--- config.mk ---
export PLATFORM = sky130hd
export DESIGN_NAME = pipe_stage_reg
export DESIGN_NICKNAME = d
export VERILOG_FILES = /design/src/rtl/pipe_stage_pkg.sv /design/src/rtl/pipe_stage_reg_sat_counter.sv /design/src/rtl/pipe_stage_reg.sv
export SDC_FILE = /design/constraint.sdc
export NUM_CORES = 1
export LEC_CHECK = 0
export CAP_MARGIN = 20
export CORE_UTILIZATION = 35
export DETAILED_ROUTE_END_ITERATION = 10
export GPL_TIMING_DRIVEN = 0
export PLACE_DENSITY = 0.74
export SYNTH_ARGS = -nofsm -noshare
export SYNTH_HDL_FRONTEND = slang
export SYNTH_SLANG_ARGS = --single-unit
--- constraint.sdc ---
create_clock -name clk -period 4.8 [get_ports clk]
set_input_delay 0.48 -clock clk [delete_from_list [all_inputs] [get_ports clk]]
set_output_delay 0.48 -clock clk [all_outputs]
set_load 0.005 [all_outputs]
--- src/rtl/pipe_stage_pkg.sv ---
// -----------------------------------------------------------------------------
// pipe_stage_pkg
// Shared types and constants for the inter-stage pipeline register.
//   type_pipe_mode_e       : build-time mode selector (bypass / register / skid)
//   INSTR_NOP              : canonical NOP (addi x0, x0, 0), the default bubble
//   type_pipe_stage_perf_s : performance counter bundle for a stage boundary
// -----------------------------------------------------------------------------
package pipe_stage_pkg;

    typedef enum logic [1:0] {
        PIPE_BYPASS = 2'd0,
        PIPE_REG    = 2'd1,
        PIPE_SKID   = 2'd2
    } type_pipe_mode_e;

    localparam logic [31:0] INSTR_NOP = 32'h0000_0013;

    localparam int PERF_CNT_W = 16;

    typedef struct packed {
        logic [PERF_CNT_W-1:0] stall_cnt;
        logic [PERF_CNT_W-1:0] flush_cnt;
    } type_pipe_stage_perf_s;

endpackage

--- src/rtl/pipe_stage_reg_sat_counter.sv ---
// -----------------------------------------------------------------------------
// sat_counter
// Event counter that sticks at all-ones instead of wrapping.
//   clk   : clock
//   rst_n : synchronous active-low reset, clears the count
//   inc   : count one event this cycle
//   q     : current count
// -----------------------------------------------------------------------------
module sat_counter #(
    parameter int W = 16
) (
    input  logic         clk,
    input  logic         rst_n,
    input  logic         inc,
    output logic [W-1:0] q
);

    logic [W-1:0] cnt_reg;

    always_ff @(posedge clk) begin
        if (!rst_n) begin
            cnt_reg <= '0;
        end else if (inc && (cnt_reg != {W{1'b1}})) begin
            cnt_reg <= cnt_reg + W'(1);
        end
    end

    assign q = cnt_reg;

endmodule

--- src/rtl/pipe_stage_reg.sv ---
// -----------------------------------------------------------------------------
// pipe_stage_reg
// Reusable pipeline boundary register with valid/ready handshake, external
// stall and flush (flush inserts a bubble), and saturating perf counters.
// MODE: 0 = combinational bypass, 1 = single register, 2 = two-entry skid.
//   clk, rst_n           : clock, synchronous active-low reset
//   flush_i / stall_i    : squash / freeze the stage
//   up_valid_i/up_ready_o: upstream handshake, up_data_i / up_ctrl_i payload
//   dn_valid_o/dn_ready_i: downstream handshake, dn_data_o / dn_ctrl_o payload
//   flushed_o            : presented item is a flush bubble
//   stall_cnt_o          : cycles holding a valid item that did not issue
//   flush_cnt_o          : cycles with flush_i asserted
// -----------------------------------------------------------------------------
module pipe_stage_reg
    import pipe_stage_pkg::*;
#(
    parameter int                DATA_W     = 32,
    parameter int                CTRL_W     = 8,
    parameter int                MODE       = 1,
    parameter logic [DATA_W-1:0] FLUSH_DATA = DATA_W'(INSTR_NOP),
    parameter int                CNT_W      = 16
) (
    input  logic              clk,
    input  logic              rst_n,
    input  logic              flush_i,
    input  logic              stall_i,
    input  logic              up_valid_i,
    output logic              up_ready_o,
    input  logic [DATA_W-1:0] up_data_i,
    input  logic [CTRL_W-1:0] up_ctrl_i,
    output logic              dn_valid_o,
    input  logic              dn_ready_i,
    output logic [DATA_W-1:0] dn_data_o,
    output logic [CTRL_W-1:0] dn_ctrl_o,
    output logic              flushed_o,
    output logic [CNT_W-1:0]  stall_cnt_o,
    output logic [CNT_W-1:0]  flush_cnt_o
);

    generate
        if (MODE == int'(PIPE_BYPASS)) begin : g_bypass
            // Pure wires; flush only rewrites the payload, validity passes through.
            assign up_ready_o = dn_ready_i & ~stall_i;
            assign dn_valid_o = up_valid_i;
            assign dn_data_o  = flush_i ? FLUSH_DATA : up_data_i;
            assign dn_ctrl_o  = flush_i ? '0 : up_ctrl_i;
            assign flushed_o  = flush_i;
        end else if (MODE == int'(PIPE_REG)) begin : g_reg
            logic              valid_reg;
            logic [DATA_W-1:0] data_reg;
            logic [CTRL_W-1:0] ctrl_reg;
            logic              flushed_reg;
            logic              accept;
            logic              issue;

            // During flush the stage swallows whatever upstream offers.
            assign up_ready_o = flush_i | (~stall_i & (~valid_reg | dn_ready_i));
            assign accept     = up_valid_i & up_ready_o;
            assign issue      = valid_reg & dn_ready_i & ~stall_i;

            always_ff @(posedge clk) begin
                if (!rst_n) begin
                    valid_reg   <= 1'b0;
                    data_reg    <= FLUSH_DATA;
                    ctrl_reg    <= '0;
                    flushed_reg <= 1'b0;
                end else if (flush_i) begin
                    valid_reg   <= 1'b1;
                    data_reg    <= FLUSH_DATA;
                    ctrl_reg    <= '0;
                    flushed_reg <= 1'b1;
                end else if (accept) begin
                    valid_reg   <= 1'b1;
                    data_reg    <= up_data_i;
                    ctrl_reg    <= up_ctrl_i;
                    flushed_reg <= 1'b0;
                end else if (issue) begin
                    valid_reg   <= 1'b0;
                end
            end

            assign dn_valid_o = valid_reg;
            assign dn_data_o  = data_reg;
            assign dn_ctrl_o  = ctrl_reg;
            assign flushed_o  = flushed_reg;
        end else begin : g_skid
            logic              main_valid_reg;
            logic [DATA_W-1:0] main_data_reg;
            logic [CTRL_W-1:0] main_ctrl_reg;
            logic              main_flushed_reg;
            logic              skid_valid_reg;
            logic [DATA_W-1:0] skid_data_reg;
            logic [CTRL_W-1:0] skid_ctrl_reg;
            logic              accept;
            logic              issue;

            // Ready comes from a flop (skid occupancy), never from dn_ready_i,
            // so long ready chains are cut here. Stall still freezes intake.
            assign up_ready_o = flush_i | (~stall_i & ~skid_valid_reg);
            assign accept     = up_valid_i & up_ready_o;
            assign issue      = main_valid_reg & dn_ready_i & ~stall_i;

            always_ff @(posedge clk) begin
                if (!rst_n) begin
                    main_valid_reg   <= 1'b0;
                    main_data_reg    <= FLUSH_DATA;
                    main_ctrl_reg    <= '0;
                    main_flushed_reg <= 1'b0;
                    skid_valid_reg   <= 1'b0;
                    skid_data_reg    <= FLUSH_DATA;
                    skid_ctrl_reg    <= '0;
                end else if (flush_i) begin
                    main_valid_reg   <= 1'b1;
                    main_data_reg    <= FLUSH_DATA;
                    main_ctrl_reg    <= '0;
                    main_flushed_reg <= 1'b1;
                    skid_valid_reg   <= 1'b0;
                end else if (issue) begin
                    if (skid_valid_reg) begin
                        // Skid only ever holds real items: flush empties it.
                        main_data_reg    <= skid_data_reg;
                        main_ctrl_reg    <= skid_ctrl_reg;
                        main_flushed_reg <= 1'b0;
                        skid_valid_reg   <= 1'b0;
                    end else if (accept) begin
                        main_data_reg    <= up_data_i;
                        main_ctrl_reg    <= up_ctrl_i;
                        main_flushed_reg <= 1'b0;
                    end else begin
                        main_valid_reg   <= 1'b0;
                    end
                end else if (accept) begin
                    if (main_valid_reg) begin
                        skid_valid_reg   <= 1'b1;
                        skid_data_reg    <= up_data_i;
                        skid_ctrl_reg    <= up_ctrl_i;
                    end else begin
                        main_valid_reg   <= 1'b1;
                        main_data_reg    <= up_data_i;
                        main_ctrl_reg    <= up_ctrl_i;
                        main_flushed_reg <= 1'b0;
                    end
                end
            end

            assign dn_valid_o = main_valid_reg;
            assign dn_data_o  = main_data_reg;
            assign dn_ctrl_o  = main_ctrl_reg;
            assign flushed_o  = main_flushed_reg;
        end
    endgenerate

    // A stall cycle is any cycle a presented item fails to leave.
    logic stall_inc;
    assign stall_inc = dn_valid_o & (stall_i | ~dn_ready_i);

    sat_counter #(.W(CNT_W)) u_stall_cnt (
        .clk   (clk),
        .rst_n (rst_n),
        .inc   (stall_inc),
        .q     (stall_cnt_o)
    );

    sat_counter #(.W(CNT_W)) u_flush_cnt (
        .clk   (clk),
        .rst_n (rst_n),
        .inc   (flush_i),
        .q     (flush_cnt_o)
    );

endmodule

== Word-level counts from Yosys, hierarchy flattened ==
Cells that the tools add are included.
Cells by class
  add/subtract/negate cells: 2
  eq/ne operators: 2
  mux-type cells: 5
  bitwise operators: 12
  reductions and logical operators: 5
Operators by type and width (count)
  adder 16 x 1 -> 16 bit, second input constant: 2
  != test 16 bit, second input constant: 2
  AND 1 bit: 5
  2-to-1 mux 1 bit: 5
  inverter 1 bit: 4
  OR 1 bit: 3
  nonzero test 3 bit: 1
  logical AND 1 bit: 2
  nonzero test 2 bit: 1
  OR reduction 2 bit: 1
Storage, ports and cells
  bits in registers: 74
  input port bits: 46
  output and inout port bits: 75

== Logic depth before layout (Yosys ltp) ==
Gate-level depths: netlist of the first run.
  depth after elaboration: 7
  mapped depth: 7
  mapped depth without buffers: 5

== Cells and area by module ==
From an unflattened synthesis of the first run, not the netlist that was laid out.
Second synthesis, totals
  cells, all modules: 403
  area, all modules: 3606.0 µm²
By module, submodules not included
  pipe_stage_reg: instances 1, cells each 209, area each 1931.9 µm², seq. area each 840.8 µm²
  sat_counter: instances 2, cells each 97, area each 837.1 µm², seq. area each 320.3 µm²

== Worst setup path before layout of the first run ==
Ideal clock, no wire load.
  kind: input -> register
  start point: input dn_ready_i
  end point: register u_stall_cnt.cnt_reg[3] (netlist: u_stall_cnt.q[3])
  library setup time: 0.070 ns
  arrival time: 1.518 ns
  required time: 4.730 ns
  slack: 3.212 ns
  stages on the path: 4
  cells stage by stage: nor2b_1 -> or4b_1 -> or3_1 -> a21oi_1
On the way
  word-level cells in the longest chain between the ends: 4
RTL lines
  from (decl): line pipe_stage_reg.sv:32  | input logic dn_ready_i,
  inverter 1 bit: line pipe_stage_reg.sv:155  | assign stall_inc = dn_valid_o & (stall_i | ~dn_ready_i);
  OR 1 bit: line pipe_stage_reg.sv:155
  AND 1 bit: line pipe_stage_reg.sv:155
  logical AND 1 bit: line pipe_stage_reg_sat_counter.sv:23  | end else if (inc && (cnt_reg != {W{1'b1}})) begin
  to (signal assigned): line pipe_stage_reg_sat_counter.sv:24  | cnt_reg <= cnt_reg + W'(1);
  to (decl): line pipe_stage_reg_sat_counter.sv:18  | logic [W-1:0] cnt_reg;
No other way between the ends.
A chain may end at the register's enable or synchronous reset.

== Worst setup path after layout of the first run ==
  start point: input flush_i
  end point: output up_ready_o
On the way
  word-level cells in the longest chain between the ends: 1
RTL lines
  from (decl): line pipe_stage_reg.sv:25  | input logic flush_i,
  OR 1 bit: line pipe_stage_reg.sv:57  | assign up_ready_o = flush_i | (~stall_i & (~valid_reg | dn_ready_i));
  to (decl): line pipe_stage_reg.sv:28  | output logic up_ready_o,
No other way between the ends.

==> flow_metrics.py, run 1 <==
metrics = {
    "yosys": {
        "synth_ff_type": "dfxtp_1",
        "syn_nets": 442,
        "syn_area_um2": 3290,
        "seq_area_frac_synth_pct": 45.0,
        "syn_inst": 394,
        "synth_seq_cells": 74,
        "synth_cell_types": 49,
        "synth_edf_count": 0,
        "synth-async-reset-ratio_pct": 0,
        "yosys_warnings": 0,
        "avgSynthCellArea_um2": 8.35,
    },
    "clock_network": {
        "clk_latency_ns": 0.33,
        "cts_resized": 0,
        "cts_sinks": 74,
        "path_clk_slew_ns": 0.07,
        "cts_tree": "built",
        "cts_buffer_depth": 2,
        "cts_max_level": 3,
        "cts_setup_buffers": 0,
        "root_buffer": "clkbuf_8",
        "ctsHoldBuffers": 0,
        "cts_buffers": 9,
    },
    "route": {
        "viasPerCell": 5.47,
        "drtPass1Iterations": 4,
        "first_iter_violations": 92,
        "wl_per_cell_um": 14.8,
        "ant_nets": 0,
        "totalWireLength_um": 9460,
        "drcViolationCount": 0,
        "vias": 3498,
    },
    "layout": {
        "layout_commonest_cell": "clkdlybuf4s50_1",
        "syn2layout_area_growth_pct": 47.3,
        "drive_above_1_share_pct": 6.05,
        "fin_area_um2": 4850,
        "layout.nets": 573,
        "final_cell_mix": "clkdlybuf4s50_1, dfxtp_1, a21oi_1",
        "stdcell_count": 640,
        "n_antenna_cell": 0,
        "n_fill_cell": 861,
    },
    "place": {
        "gp_congestion": 0.842,
        "post-dp-hpwl_um": 7050,
        "postPlaceCellArea_um2": 4630,
        "numPortBuffers": 120,
        "placedCellCount": 625,
    },
    "timing": {
        "rsz0062_at_grt": "no",
        "max_slew_margin_pct": 65.2,
        "fin_worst_skew_ns": 0.00953,
        "hold_violations": 0,
        "worstMarginPinSlew_ns": 0.523,
        "timing.setup.tns_ns": 0,
        "fmax_mhz": 344,
        "finalMaxSlewViolations": 0,
        "fin_crit_ns": 2.91,
        "post-route-period-util_pct": 60.6,
        "final-setup-viol-count": 0,
    },
    "power": {
        "p_leak_uw": 0.00161,
        "p_sw_uw": 301,
        "power_density_nw_per_um2": 270,
        "power_frac_seq_pct": 48.7,
        "p_clk_share_pct": 40.3,
        "switching_share_pct": 23.0,
        "combinationalPowerShare_pct": 10.9,
        "vdd_ir_drop_max_v": 0.000160,
        "p_int_uw": 1010,
    },
    "min_path": {
        "min_path_type": "flop to flop",
    },
    "worst_setup_path": {
        "crit_path_end_kind": "output port",
        "crit_path_max_incr_delay_ns": 0.58,
        "path_cells": "clkdlybuf4s50_1, inv_1, o21a_1, inv_1, clkbuf_1, clkdlybuf4s50_1",
        "crit_arrival_ns": 2.43,
        "path_class": "input port to output port",
        "path_buf_inv": 5,
        "cp_top_family": "buffers and inverters",
        "crit_required_ns": 4.32,
        "cp_max_fo": 10,
        "startpoint_type": "input port",
        "slowest_stage": "clkdlybuf4s50_1",
    },
    "grt": {
        "antenna_found_initial": 0,
        "overflow": 0,
        "grt_pass1_wl_um": 15400,
        "track_usage_pct": 19.5,
        "grt_pass1_vias": 3329,
        "grt_max_degree": 13,
    },
    "floorplan": {
        "core_um2": 9150,
        "fp.dieW_um": 98.9,
        "die_area_um2": 9790,
        "io_pins": 121,
        "die_y_um": 98.9,
        "rows": 35,
        "start_util_pct": 35.9,
    },
    "run_status": {
        "status": "finished, final reports clean",
    },
    "flow_run": {
        "drv_cap": 0,
    },
}
## layout make-up
cell class,instances,area (um2),share of cell area [%]
timing repair buffer,120,1200,24.8
tap,111,139,2.87
clock inverter,5,78.8,1.63
inverter,10,37.5,0.775
sequential,74,1480,30.6
multi-input combinational,282,1640,33.7
buffer,28,135,2.79
clock buffer,10,138,2.84
## worst register-to-register path, stage by stage (launching register included)
cell     delay, ns
dfxtp_1       0.40
ha_1          0.24
nand4_1       0.24
nor4_2        0.47
buf_6         0.20
nor4_1        0.07
mux2i_1       0.12
## sequential cells by signal, indices dropped and copies added (netlist names)
name	flops
u_stall_cnt.q	16
dn_data_o	32
flushed_o	1
dn_valid_o	1
dn_ctrl_o	8
u_flush_cnt.q	16
## path summary, 6_finish.rpt
path	from	end	slack [ns]	depth (start not counted)
max	flush_i	up_ready_o	1.89	6
min	dn_data_o[0]$_SDFFE_PP1P_	dn_data_o[0]$_SDFFE_PP1P_	0.46	1
max reg2reg	u_stall_cnt.q[0]$_SDFFE_PN0P_	u_stall_cnt.q[6]$_SDFFE_PN0P_	2.95	6
min reg2reg	dn_data_o[0]$_SDFFE_PP1P_	dn_data_o[0]$_SDFFE_PP1P_	0.46	1
## synthesized netlist by cell type, types with 2 or more instances
library cell	n	area share (%)
a21oi_1	56	8.5
a211oi_1	3	0.68
nor3_1	7	1.1
mux2i_1	6	1.8
ha_1	2	0.76
inv_1	8	0.91
nor3b_1	2	0.46
dfxtp_1	74	45
nor4_1	3	0.57
a31oi_1	2	0.38
o21ai_0	47	7.2
or3_1	9	1.7
nand2b_1	3	0.57
nor2_1	7	0.80
o31ai_1	8	1.8
nor2b_1	3	0.57
clkbuf_1	18	2.1
buf_6	2	0.68
o41ai_1	2	0.53
nand3_1	47	7.2
inv_2	2	0.23
a211o_1	3	0.80
and3_1	9	1.7
buf_2	4	0.61
nand2_1	22	2.5
and4_1	3	0.80
nand4_1	12	2.3
o21ai_1	2	0.30
or4_1	8	1.8
## stage by stage
stage	hold slack, ns	setup slack, ns	power (uW)	util, %
finish	0.464	1.89	1310	52.9
global route	0.497	1.72	1370	52.9
detailed placement	0.451	1.91	795	50.6
floorplan	0.461	3.21	707	-
CTS	0.469	1.89	1330	52.9
global placement	0.446	1.89	792	50.6
## power by group through the flow
stage	registers, uW	clock network (uW)	logic (uW)
3_3_place_gp	651	0	142
4_1_cts	637	545	145
5_1_grt	639	572	158
2_1_floorplan	651	0	55.9
3_5_place_dp	651	0	143
6_report	637	528	143
## kinds of logic (layout without fill, tap and decap cells)
group	count (synthesis)	count (layout)	share of synthesized area, %
compound gates	131	131	22.3
fa+ha+maj	2	2	0.761
buf+inv	38	173	5.25
flops	74	74	45.0
mux	6	6	1.83
simple gates	143	143	24.9
## routing by layer
metal,vias up,global-route usage (%),share of wire [%]
met5,-,0,0
met4,0,6.66,1.2
met3,10,7.45,9.7
met2,115,32.3,47
met1,1640,22.9,42
li1,1733,-,-
Note: power is estimated with default switching activity, not from simulation.
==> run 2: changes to the inputs <==
--- a/config.mk
+++ b/config.mk
@@ -9,7 +9,7 @@
 export CORE_UTILIZATION = 35
 export DETAILED_ROUTE_END_ITERATION = 10
 export GPL_TIMING_DRIVEN = 0
-export PLACE_DENSITY = 0.74
+export PLACE_DENSITY = 0.77
 export SYNTH_ARGS = -nofsm -noshare
 export SYNTH_HDL_FRONTEND = slang
 export SYNTH_SLANG_ARGS = --single-unit
==> constraint.sdc (replaced) <==
create_clock -name clk -period 2.64 [get_ports clk]
set_input_delay 0.264 -clock clk [delete_from_list [all_inputs] [get_ports clk]]
set_output_delay 0.264 -clock clk [all_outputs]
set_load 0.005 [all_outputs]
==> run 2 against run 1 <==
  * Sequential power grew 82%
  * Total power grew 72%
  * Highest routed layer unchanged
  * Via count is essentially flat
  * Register-to-register slack lost 2.3 ns
  * Largest cell class unchanged
  * Die area is the same
  * Worst hold slack gained 0.0044 ns
  * Critical path type unchanged
==> flow_metrics.py, run 2 (synthesis gave the netlist of run 1 again) <==
metrics = {
    "worst_setup_path": {
        "r2r_slack_ns": 0.64,
        "path_class": "input port to output port",
        "crit_path_end_kind": "output port",
        "startpoint_type": "input port",
        "crit_arrival_ns": 2.05,
        "crit_required_ns": 2.38,
        "r2r-start": "dn_valid_o$_SDFFE_PN0P_",
        "worstSetupStartpoint": "flush_i",
        "rr_worst_depth": 6,
        "regToRegEndpoint": "dn_data_o[1]$_SDFFE_PP1P_",
        "cp_max_fo": 15,
    },
    "clock_network": {
        "cts_buffer_depth": 2,
        "cts_setup_buffers": 0,
        "cts_resized": 0,
        "cts_sinks": 74,
        "cts_tree": "built",
        "cts_buffers": 9,
        "clk_latency_ns": 0.34,
        "root_buffer": "clkbuf_8",
        "ctsHoldBuffers": 0,
        "path_clk_slew_ns": 0.07,
        "cts_max_level": 3,
    },
    "layout": {
        "syn2layout_area_growth_pct": 46.4,
        "fin_area_um2": 4820,
        "layout_commonest_cell": "clkdlybuf4s50_1",
        "n_fill_cell": 862,
        "n_antenna_cell": 0,
        "layout.nets": 572,
        "final_cell_mix": "clkdlybuf4s50_1, dfxtp_1, a21oi_1",
        "largest_register_ffs": 32,
        "drive_above_1_share_pct": 6.24,
        "stdcell_count": 640,
    },
    "timing": {
        "finalMaxSlewViolations": 0,
        "fmax_mhz": 432,
        "timing.setup.tns_ns": 0,
        "hold_violations": 0,
        "max_slew_margin_pct": 62.8,
        "final-setup-viol-count": 0,
        "post-route-period-util_pct": 87.7,
        "fin_worst_skew_ns": 0.0101,
        "fin_crit_ns": 2.31,
        "setup_ws_ns": 0.326,
        "rsz0062_at_grt": "no",
        "worstMarginPinSlew_ns": 0.557,
    },
    "grt": {
        "grt_max_degree": 13,
        "overflow": 0,
        "antenna_found_initial": 0,
        "grt_pass1_vias": 3395,
        "grt_use_met1_pct": 23.3,
        "top_usage_layer": "met2",
        "track_usage_pct": 20.4,
        "grt_util_met2_pct": 34.0,
        "met3_usage_pct": 9.22,
        "grt_pass1_wl_um": 16100,
    },
    "route": {
        "drcViolationCount": 0,
        "vias": 3499,
        "viasPerCell": 5.47,
        "drtPass1Iterations": 4,
        "totalWireLength_um": 9680,
        "first_iter_violations": 90,
        "wl_per_cell_um": 15.1,
        "ant_nets": 0,
    },
    "floorplan": {
        "rows": 35,
        "start_util_pct": 35.9,
        "fp.dieW_um": 98.9,
        "core_um2": 9150,
        "die_y_um": 98.9,
        "die_area_um2": 9790,
        "io_pins": 121,
    },
    "min_path": {
        "hold_depth": 1,
        "hp-start": "dn_data_o[0]$_SDFFE_PP1P_",
        "min_path_type": "flop to flop",
        "hold_end": "dn_data_o[0]$_SDFFE_PP1P_",
    },
    "flow_run": {
        "drv_cap": 0,
    },
    "place": {
        "placedCellCount": 625,
        "postPlaceCellArea_um2": 4630,
        "gp_congestion": 0.818,
        "post-dp-hpwl_um": 7110,
        "pre_cts_slack_ns": 0.155,
        "numPortBuffers": 120,
    },
    "power": {
        "power_density_nw_per_um2": 467,
        "p_leak_uw": 0.00159,
        "p_total_uw": 2250,
        "vdd_ir_drop_max_v": 0.000335,
    },
    "run_status": {
        "status": "finished, final reports clean",
    },
}
-- run 2: cell type report --
class | count | area (um2) | share of cell area (%)
clock inverter | 4 | 25.0 | 0.520
timing repair buffer | 120 | 1200 | 24.9
sequential | 74 | 1480 | 30.8
buffer | 27 | 131 | 2.73
inverter | 10 | 37.5 | 0.779
clock buffer | 12 | 165 | 3.43
tap | 111 | 139 | 2.88
multi-input combinational | 282 | 1640 | 34.0
-- run 2: through the flow --
step / hold WS (ns) / utilization (%)
floorplan: 0.412 / -
global placement: 0.443 / 50.6
detailed placement: 0.454 / 50.6
CTS: 0.465 / 52.7
global route: 0.466 / 52.6
finish: 0.468 / 52.6
-- run 2: power by group --
group | switching, uW | internal (uW)
clock network | 413 | 415
registers | 17.7 | 1140
logic | 123 | 139
-- run 2: worst max-delay path, stage by stage --
cell	delay (ns)
clkdlybuf4s50_1	0.54
inv_1	0.16
o21a_1	0.18
inv_1	0.32
clkdlybuf4s50_1	0.58
-- run 2: worst max path at each step --
stage          slack (ns)                       endpoint
2_1_floorplan        1.08  u_stall_cnt.q[6]$_SDFFE_PN0P_
4_1_cts              0.14                     up_ready_o
6_report             0.33                     up_ready_o
5_1_grt              0.15                     up_ready_o
3_3_place_gp         0.15                     up_ready_o
3_5_place_dp         0.15                     up_ready_o
-- run 2: metal layers --
layer,share of wire [%],vias to the layer above
met4,1.1,0
met2,48,107
li1,-,1734
met5,0,-
met1,42,1648
met3,9.6,10
